==> src/rtl/alu_nzcv_if.sv <==
// Operand/opcode bus between decoder/register file and the NZCV ALU.
// The master drives the opcode and operands, and the slave returns the registered result and flags.
interface alu_nzcv_if #(
  parameter int WIDTH = 32
);
  logic [4:0]       instruction;
  logic [WIDTH-1:0] num1;
  logic [WIDTH-1:0] num2;
  logic [WIDTH-1:0] result;
  logic [3:0]       flags;

  modport master (
    output instruction, num1, num2,
    input  result, flags
  );

  modport slave (
    input  instruction, num1, num2,
    output result, flags
  );
endinterface

==> src/rtl/alu_nzcv_core.sv <==
// Registered ALU with a single cycle of latency. It does logical and add/subtract-with-carry ops
// and keeps an NZCV flag register, with flags[0]=N, [1]=Z, [2]=C and [3]=V.
module alu_nzcv_core #(
  parameter int WIDTH = 32
) (
  input  logic         clk,
  input  logic         rst_n,
  alu_nzcv_if.slave    bus
);

  localparam logic [4:0] OP_ANDS = 5'd1;
  localparam logic [4:0] OP_ORRS = 5'd2;
  localparam logic [4:0] OP_MVNS = 5'd3;
  localparam logic [4:0] OP_EORS = 5'd4;
  localparam logic [4:0] OP_NAND = 5'd5;
  localparam logic [4:0] OP_ADCS = 5'd6;
  localparam logic [4:0] OP_ADDS = 5'd7;
  localparam logic [4:0] OP_SBCS = 5'd8;
  localparam logic [4:0] OP_SUB  = 5'd9;
  localparam logic [4:0] OP_CMP  = 5'd18;
  localparam logic [4:0] OP_NOP  = 5'd19;

  logic [WIDTH-1:0] r_result;
  logic [3:0]       r_flags;

  logic [WIDTH-1:0] w_logic_res;
  logic             w_is_logic;
  logic             w_is_arith;
  logic             w_is_sub;
  logic             w_cin;
  logic [WIDTH-1:0] w_b;
  logic [WIDTH:0]   w_sum;
  logic [WIDTH-1:0] w_sum_res;
  logic             w_cout;
  logic             w_ovf;
  logic [WIDTH-1:0] w_nxt_result;
  logic [3:0]       w_nxt_flags;

  assign w_is_logic = (bus.instruction >= OP_ANDS) && (bus.instruction <= OP_NAND);
  assign w_is_arith = ((bus.instruction >= OP_ADCS) && (bus.instruction <= OP_SUB)) ||
                      (bus.instruction == OP_CMP);
  assign w_is_sub   = (bus.instruction == OP_SBCS) || (bus.instruction == OP_SUB) ||
                      (bus.instruction == OP_CMP);

  // Subtraction is A + ~B + cin, so C=1 means no borrow.
  assign w_b   = w_is_sub ? ~bus.num2 : bus.num2;
  assign w_cin = ((bus.instruction == OP_ADCS) || (bus.instruction == OP_SBCS)) ? r_flags[2] :
                 ((bus.instruction == OP_SUB)  || (bus.instruction == OP_CMP));

  assign w_sum     = {1'b0, bus.num1} + {1'b0, w_b} + {{WIDTH{1'b0}}, w_cin};
  assign w_sum_res = w_sum[WIDTH-1:0];
  assign w_cout    = w_sum[WIDTH];
  assign w_ovf     = (bus.num1[WIDTH-1] == w_b[WIDTH-1]) &&
                     (w_sum_res[WIDTH-1] != bus.num1[WIDTH-1]);

  always_comb begin
    // NOTE: every signal driven here gets a default first so no latch is inferred.
    w_logic_res = '0;
    case (bus.instruction)
      OP_ANDS: w_logic_res = bus.num1 & bus.num2;
      OP_ORRS: w_logic_res = bus.num1 | bus.num2;
      OP_MVNS: w_logic_res = ~bus.num1;
      OP_EORS: w_logic_res = bus.num1 ^ bus.num2;
      OP_NAND: w_logic_res = ~(bus.num1 & bus.num2);
      default: w_logic_res = '0;
    endcase
  end

  always_comb begin
    w_nxt_result = r_result;
    w_nxt_flags  = r_flags;
    if (w_is_logic) begin
      w_nxt_result = w_logic_res;
      w_nxt_flags  = {r_flags[3], 1'b0, ~|w_logic_res, w_logic_res[WIDTH-1]};
    end else if (w_is_arith) begin
      if (bus.instruction != OP_CMP) w_nxt_result = w_sum_res;
      w_nxt_flags = {w_ovf, w_cout, ~|w_sum_res, w_sum_res[WIDTH-1]};
    end else if (bus.instruction != OP_NOP) begin
      // Undefined opcodes clear the result but leave the flags intact.
      w_nxt_result = '0;
    end
  end

  // NOTE: sequential state uses non-blocking assignments only.
  always_ff @(posedge clk or negedge rst_n) begin
    if (!rst_n) begin
      r_result <= '0;
      r_flags  <= 4'b0000;
    end else begin
      r_result <= w_nxt_result;
      r_flags  <= w_nxt_flags;
    end
  end

  assign bus.result = r_result;
  assign bus.flags  = r_flags;

endmodule

==> src/flat_wrapper.sv <==
// flat-port wrapper written by rule: the top's interface ports become plain ports
module alu_nzcv_core_flat 
#(
  parameter int WIDTH = 32
)
  (clk, rst_n, bus_instruction, bus_num1, bus_num2, bus_result, bus_flags);
  alu_nzcv_if #(.WIDTH(WIDTH)) bus_i ();
  input  logic clk;
  input  logic rst_n;
  input wire logic [$bits(bus_i.instruction)-1:0] bus_instruction;
  input wire logic [$bits(bus_i.num1)-1:0] bus_num1;
  input wire logic [$bits(bus_i.num2)-1:0] bus_num2;
  output wire logic [$bits(bus_i.result)-1:0] bus_result;
  output wire logic [$bits(bus_i.flags)-1:0] bus_flags;
  assign bus_i.instruction = bus_instruction;
  assign bus_i.num1 = bus_num1;
  assign bus_i.num2 = bus_num2;
  assign bus_result = bus_i.result;
  assign bus_flags = bus_i.flags;
  alu_nzcv_core #(.WIDTH(WIDTH)) u_core (.clk(clk), .rst_n(rst_n), .bus(bus_i));
endmodule
==> config.mk <==
export PLATFORM = sky130hd
export DESIGN_NAME = alu_nzcv_core_flat
export DESIGN_NICKNAME = d
export VERILOG_FILES = /design/src/rtl/alu_nzcv_if.sv /design/src/rtl/alu_nzcv_core.sv /design/src/flat_wrapper.sv
export SDC_FILE = /design/constraint.sdc
export NUM_CORES = 1
export LEC_CHECK = 0
export CORE_MARGIN = 5
export CORE_UTILIZATION = 55
export CTS_CLUSTER_SIZE = 24
export DETAILED_ROUTE_END_ITERATION = 10
export PLACE_DENSITY_LB_ADDON = 0.1
export SYNTH_ARGS = -nofsm -noshare
export SYNTH_HDL_FRONTEND = slang
export SYNTH_SLANG_ARGS = --single-unit
==> constraint.sdc <==
create_clock -name clk -period 4.75 [get_ports clk]
set_input_delay 0.7125 -clock clk [delete_from_list [all_inputs] [get_ports clk]]
set_output_delay 0.7125 -clock clk [all_outputs]
set_load 0.02 [all_outputs]
==> results of run 1 <==
## logic make-up (layout without fill, tap and decap cells)
logic type,after synthesis,in the layout,synth area share [%]
flip-flops,36,36,15.2
AO/OA/AOI/OAI,254,254,26.9
adder cells (fa/ha/maj),98,98,21.0
XOR/XNOR,88,88,13.0
buffers and inverters,115,292,7.50
AND/OR/NAND/NOR,203,203,16.2
multiplexers,1,1,0.169
## final timing paths
kind / from / end / slack [ns]
hold / removal: u_core.bus.flags[0] / u_core.bus.flags[0] / 0.53
min in group asynchronous: rst_n / u_core.bus.result[13] / 0.83
setup / recovery: bus_instruction[3] / u_core.bus.flags[1] / 0.08
hold reg to reg: u_core.bus.flags[0] / u_core.bus.flags[0] / 0.53
setup reg to reg: u_core.bus.flags[2] / u_core.bus.flags[1] / 0.92
max in group asynchronous: rst_n / u_core.bus.result[26] / 3.59
## area by class of cell
cell class	instances	area, sq um
tap	136	170
multi-input combinational	644	4640
clock buffer	5	68.8
fill	750	2480
sequential	36	901
timing repair buffer	207	1840
inverter	77	289
clock inverter	3	18.8
## critical path: stages
cell and delay [ns]:
clkdlybuf4s50_1 0.45, nand2b_4 0.17, nor2_2 0.10, nand2_1 0.14, a21oi_4 0.27, xnor2_1 0.14
fa_2 0.39, fa_1 0.51, nand2_1 0.08, a2111oi_2 0.35, o2111ai_1 0.16, or4_1 0.49
or4b_4 0.50, nor4b_2 0.25, nand4_1 0.11, nand2_1 0.08
## synth_stat cells (4+ instances only)
| cell type | count | share of area [%] |
|---|---|---|
| o221ai_1 | 24 | 3.6 |
| nand3_1 | 10 | 0.85 |
| buf_2 | 4 | 0.34 |
| ha_1 | 96 | 20 |
| xnor2_1 | 79 | 12 |
| xor2_1 | 9 | 1.3 |
| nor2b_1 | 5 | 0.53 |
| a2111oi_0 | 6 | 0.89 |
| or3_1 | 4 | 0.42 |
| nor3_1 | 9 | 0.76 |
| a21o_1 | 7 | 0.89 |
| o21ai_1 | 5 | 0.42 |
| nor2_1 | 85 | 5.4 |
| and2_1 | 5 | 0.53 |
| a31oi_1 | 9 | 0.95 |
| o211ai_1 | 9 | 1.1 |
| a21boi_0 | 6 | 0.76 |
| inv_1 | 77 | 4.9 |
| o22ai_1 | 11 | 1.2 |
| nand4_1 | 9 | 0.95 |
| a21oi_1 | 110 | 9.3 |
| clkbuf_1 | 32 | 2.0 |
| nor4_1 | 7 | 0.74 |
| o21ai_0 | 27 | 2.3 |
| nand2b_1 | 6 | 0.63 |
| a211oi_1 | 14 | 1.8 |
| o21a_1 | 4 | 0.51 |
| dfrtp_1 | 36 | 15 |
| nand2_1 | 46 | 2.9 |
## per-layer routing
layer / part of all wire (%) / global-route usage (%)
met5: 0 / 0
met4: 2.8 / 6.65
met3: 9.4 / 3.87
met2: 48 / 54.5
met1: 40 / 42.3
## registers in the layout, summed over array words and instances (netlist names)
name and cells:
u_core.bus.flags 4, u_core.bus.result 32
## repair_timing
| action | 4_1_cts | 5_1_grt |
|---|---|---|
| endpoints found under the setup margin | 1 | 4 |
| setup buffers | 0 | 7 |
| hold endpoints to repair | 0 | 0 |
| gates resized for setup | 4 | 14 |
| cloned | 0 | 0 |
| pin swaps | 1 | 5 |
## metrics by stage
step | setup TNS, ns | std cells | total power (W) | cell area (sq um) | hold WS (ns)
floorplan | 0 | 795 | 0.000936 | 5930 | 0.417
global placement | -0.178 | 1093 | 0.00139 | 7730 | 0.459
detailed placement | -0.478 | 1093 | 0.00141 | 7730 | 0.489
CTS | 0 | 1101 | 0.00164 | 7820 | 0.506
global route | -0.0547 | 1108 | 0.00177 | 7930 | 0.552
finish | 0 | 1108 | 0.00168 | 7930 | 0.532
## report_power, final
part / internal (W) / switching (W) / total (W)
Combinational: 0.000500 / 0.000582 / 0.00108
Clock: 0.000102 / 0.000120 / 0.000222
Sequential: 0.000347 / 0.0000286 / 0.000376
==> flow_summary.json, run 1 <==
{
  "status": "completed",
  "yosys_warnings": 0,
  "clockBufferDepth": 2,
  "synth_edf_count": 0,
  "max_freq_ghz": 0.214,
  "cts_buffers": 5,
  "grt_max_degree": 63,
  "p_per_area_nw_per_um2": 212,
  "diodes": 0,
  "postSynthCellCount": 795,
  "placementRows": 37,
  "synth_seq_area_share_pct": 15.2,
  "holdPathStages": 2,
  "clock_latency_ns": 0.30,
  "worst_slack_ns": 0.0768,
  "start_util_pct": 56.8,
  "worstMarginPinSlew_ns": 1.12,
  "ir_drop_v": 0.000178,
  "final_cell_mix": "a21oi_1 (109), clkdlybuf4s50_1 (103), buf_4 (99)",
  "cts_sinks": 36,
  "io_pins": 107,
  "synth_flop_cell": "dfrtp_1",
  "finalHoldViolCount": 0,
  "vias": 6984,
  "syn_to_final_growth_pct": 34.0,
  "fin_skew_ns": 0.00838,
  "drt_iter0_drc": 757,
  "root_buffer": "clkbuf_8",
  "drv_slew": 0,
  "grt-ovfl-total": 0,
  "vias_per_cell": 6.30,
  "antenna_found_initial": 0,
  "core_sq_um": 10400,
  "layout.nets": 1140,
  "synth.distinct_cells": 60,
  "leakage_nw": 3.66,
  "min_period_ns": 4.67,
  "worst_setup_path_start_kind": "input port",
  "grt.total_usage_pct": 31.6,
  "io_buffers": 106,
  "final_common_cell": "a21oi_1",
  "die_h_um": 114,
  "async_reset_ff_share_pct": 100,
  "min_path_type": "reg -> reg",
  "gp_congestion": 0.945,
  "dr.pass1.iters": 7,
  "utilization_pct": 76.1,
  "maxCapViolCount": 0,
  "worstPathArrival_ns": 4.91,
  "crit_path_end_kind": "flop",
  "ys_ff_latch": 36,
  "grt_pass1_wl_um": 33100,
  "dpl_worst_slack_ns": -0.267,
  "max-slew-margin-rel_pct": 23.6,
  "synth.avg_cell_area_sq_um": 7.45,
  "dieArea_sq_um": 12900,
  "syn-cell-area_sq_um": 5920,
  "critPathMaxFanout": 3,
  "crit_required_ns": 4.99,
  "drive_above_1_share_pct": 13.4,
  "setup_viol": 0,
  "grt_pass1_vias": 6458,
  "path_class": "in -> reg",
  "post-route-drc-count": 0,
  "dpl.hpwl_um": 16800,
  "path_clk_slew_ns": 0.08,
  "worstRegToRegCells": 12,
  "cts_htree_levels": 2,
  "wl_um": 22100,
  "synth_nets": 964,
  "holdBufCountCts": 0,
  "wl_per_cell_um": 19.9,
  "ant_nets": 0,
  "tritoncts": "built",
  "post-route-period-util_pct": 98.4,
  "fp.dieW_um": 114
}
Note: power is estimated with default switching activity, not from simulation.
==> run 2, diff against run 1 <==
--- a/config.mk
+++ b/config.mk
@@ -9,7 +9,8 @@
 export CORE_UTILIZATION = 55
 export CTS_CLUSTER_SIZE = 24
 export DETAILED_ROUTE_END_ITERATION = 10
-export PLACE_DENSITY_LB_ADDON = 0.1
+export PLACE_DENSITY_LB_ADDON = 0.2
+export SLEW_MARGIN = 25
 export SYNTH_ARGS = -nofsm -noshare
 export SYNTH_HDL_FRONTEND = slang
 export SYNTH_SLANG_ARGS = --single-unit
==> run 2 against run 1 <==
  * Clock skew shrank 0.0046 ns
  * Count of clock-buffer cells in the layout grew 2
  * Via count shrank 1.5%
  * Wire length shrank 0.51%
  * Maximum frequency grew 1.7%
  * Critical path depth is the same
  * Combinational power is essentially flat
  * Cell count shrank 1.1%
  * Final area shrank 0.46%
  * Die area is the same
==> flow_summary.json, run 2 (same netlist as run 1, synthesis figures left out) <==
{
  "dr.pass1.iters": 5,
  "dieArea_sq_um": 12900,
  "critPathMaxFanout": 4,
  "setup_viol": 0,
  "start_util_pct": 56.8,
  "drive_above_1_share_pct": 11.9,
  "vias": 6881,
  "path_class": "in -> reg",
  "met2WireLength_um": 9840,
  "clockBufferDepth": 2,
  "fp.dieW_um": 114,
  "met1_length_um": 9500,
  "min_path_type": "reg -> reg",
  "worst_setup_path_start_kind": "input port",
  "vias_per_cell": 6.28,
  "ant_nets": 0,
  "grt.total_usage_pct": 33.3,
  "io_buffers": 106,
  "fin_skew_ns": 0.00382,
  "dp.cells": 1088,
  "power.total_w": 0.00174,
  "final_cell_mix": "a21oi_1 (109), clkdlybuf4s50_1 (104), ha_1 (96)",
  "status": "completed",
  "path_clk_slew_ns": 0.07,
  "routed.top_layer": "met4",
  "max_freq_ghz": 0.218,
  "io_pins": 107,
  "worst_slack_ns": 0.156,
  "holdPathStages": 2,
  "reg2reg_slack_ns": 0.81,
  "post-route-period-util_pct": 96.7,
  "final-instance-count-excl-fill": 1096,
  "clock_latency_ns": 0.30,
  "diodes": 0,
  "cts_htree_levels": 2,
  "grt_max_degree": 62,
  "max-slew-margin-rel_pct": 47.9,
  "grt_pass1_vias": 6665,
  "grt-ovfl-total": 0,
  "tritoncts": "built",
  "dpl_worst_slack_ns": -0.497,
  "leakage_nw": 3.61,
  "worstRegToRegCells": 12,
  "syn_to_final_growth_pct": 33.3,
  "grt_pass1_wl_um": 34400,
  "layout.nets": 1128,
  "min_period_ns": 4.59,
  "ir_drop_v": 0.000200,
  "root_buffer": "clkbuf_8",
  "post-route-drc-count": 0,
  "wl_per_cell_um": 20.0,
  "crit_required_ns": 4.99,
  "maxCapViolCount": 0,
  "dpl.hpwl_um": 18100,
  "placementRows": 37,
  "final_common_cell": "a21oi_1",
  "post_cts_buffers": 0,
  "p_per_area_nw_per_um2": 220,
  "crit_path_end_kind": "flop",
  "core_sq_um": 10400,
  "antenna_found_initial": 0,
  "wl_met3_um": 2160,
  "finalHoldViolCount": 0,
  "r2r_start": "u_core.bus.flags[2]",
  "drv_slew": 0,
  "largest_register_ffs": 32,
  "gp_congestion": 1.02,
  "cts_buffers": 5,
  "drt_iter0_drc": 803,
  "whs_ns": 0.525,
  "worstHoldEndpoint": "u_core.bus.flags[0]",
  "wl_um": 21900,
  "utilization_pct": 75.8,
  "cts_sinks": 36,
  "worstMarginPinSlew_ns": 0.776,
  "worstPathArrival_ns": 4.84,
  "r2r-end": "u_core.bus.flags[1]",
  "die_h_um": 114,
  "min_from": "u_core.bus.flags[0]"
}
-- run 2: how the worst max path moves through the flow --
stage,startpoint,endpoint,slack [ns],depth (start not counted)
final,bus_instruction[1],u_core.bus.flags[1],0.16,16
after global routing,bus_instruction[3],u_core.bus.flags[1],-0.001,16
after detailed placement,bus_instruction[4],u_core.bus.flags[1],-0.50,16
after CTS,bus_instruction[1],u_core.bus.flags[1],0.02,16
after global placement,bus_instruction[4],u_core.bus.flags[1],-0.22,18
after floorplan,bus_instruction[2],u_core.bus.flags[1],0.01,16
-- run 2: report_power, final --
part,switching (W),internal [W]
registers,0.0000270,0.000348
clock network,0.000112,0.000185
logic,0.000579,0.000488
-- run 2: what timing repair did --
| item | in CTS | in global routing |
|---|---|---|
| gates resized for setup | 4 | 9 |
| pin swaps | 1 | 4 |
| gates cloned | 0 | 0 |
| endpoints found under the setup margin | 1 | 2 |
| hold buffers | 0 | 0 |
-- run 2: critical path: stages --
cell and delay (ns):
clkdlybuf4s50_1 0.46, nor2_1 0.17, nand2_1 0.15, nor2_1 0.11, o21ai_0 0.08, o31a_1 0.13
fa_2 0.38, fa_1 0.51, nand2_1 0.09, a2111oi_4 0.34, o2111ai_2 0.20, or4_1 0.49
or4b_4 0.52, nor4b_4 0.29, nand4_1 0.10, nand2_1 0.09
-- run 2: stage by stage --
step / cell area, sq um / setup TNS (ns)
after global placement: 7700 / -0.223
after global routing: 7900 / -0.00148
after floorplan: 5930 / 0
after detailed placement: 7700 / -0.518
after CTS: 7840 / 0
final: 7900 / 0
-- run 2: layout make-up --
type | instances | area, sq um
repair buffers | 195 | 1740
clock inverters | 1 | 30.0
well taps | 136 | 170
fillers | 755 | 2520
clock buffers | 7 | 96.3
multi-input cells | 644 | 4670
flip-flops and latches | 36 | 901
inverters | 77 | 289
-- run 2: layer usage --
layer | vias up | global-route usage, %
li1 | 3157 | -
met1 | 3241 | 46.8
met2 | 432 | 54.3
met3 | 51 | 4.51
met4 | 0 | 7.45
met5 | - | 0
==> run 3, diff against run 2 <==
--- a/config.mk
+++ b/config.mk
@@ -5,6 +5,7 @@
 export SDC_FILE = /design/constraint.sdc
 export NUM_CORES = 1
 export LEC_CHECK = 0
+export CAP_MARGIN = 20
 export CORE_MARGIN = 5
 export CORE_UTILIZATION = 55
 export CTS_CLUSTER_SIZE = 24
==> results of run 3 <==
No change in the layout: final DEF, timing and power equal those of run 2.
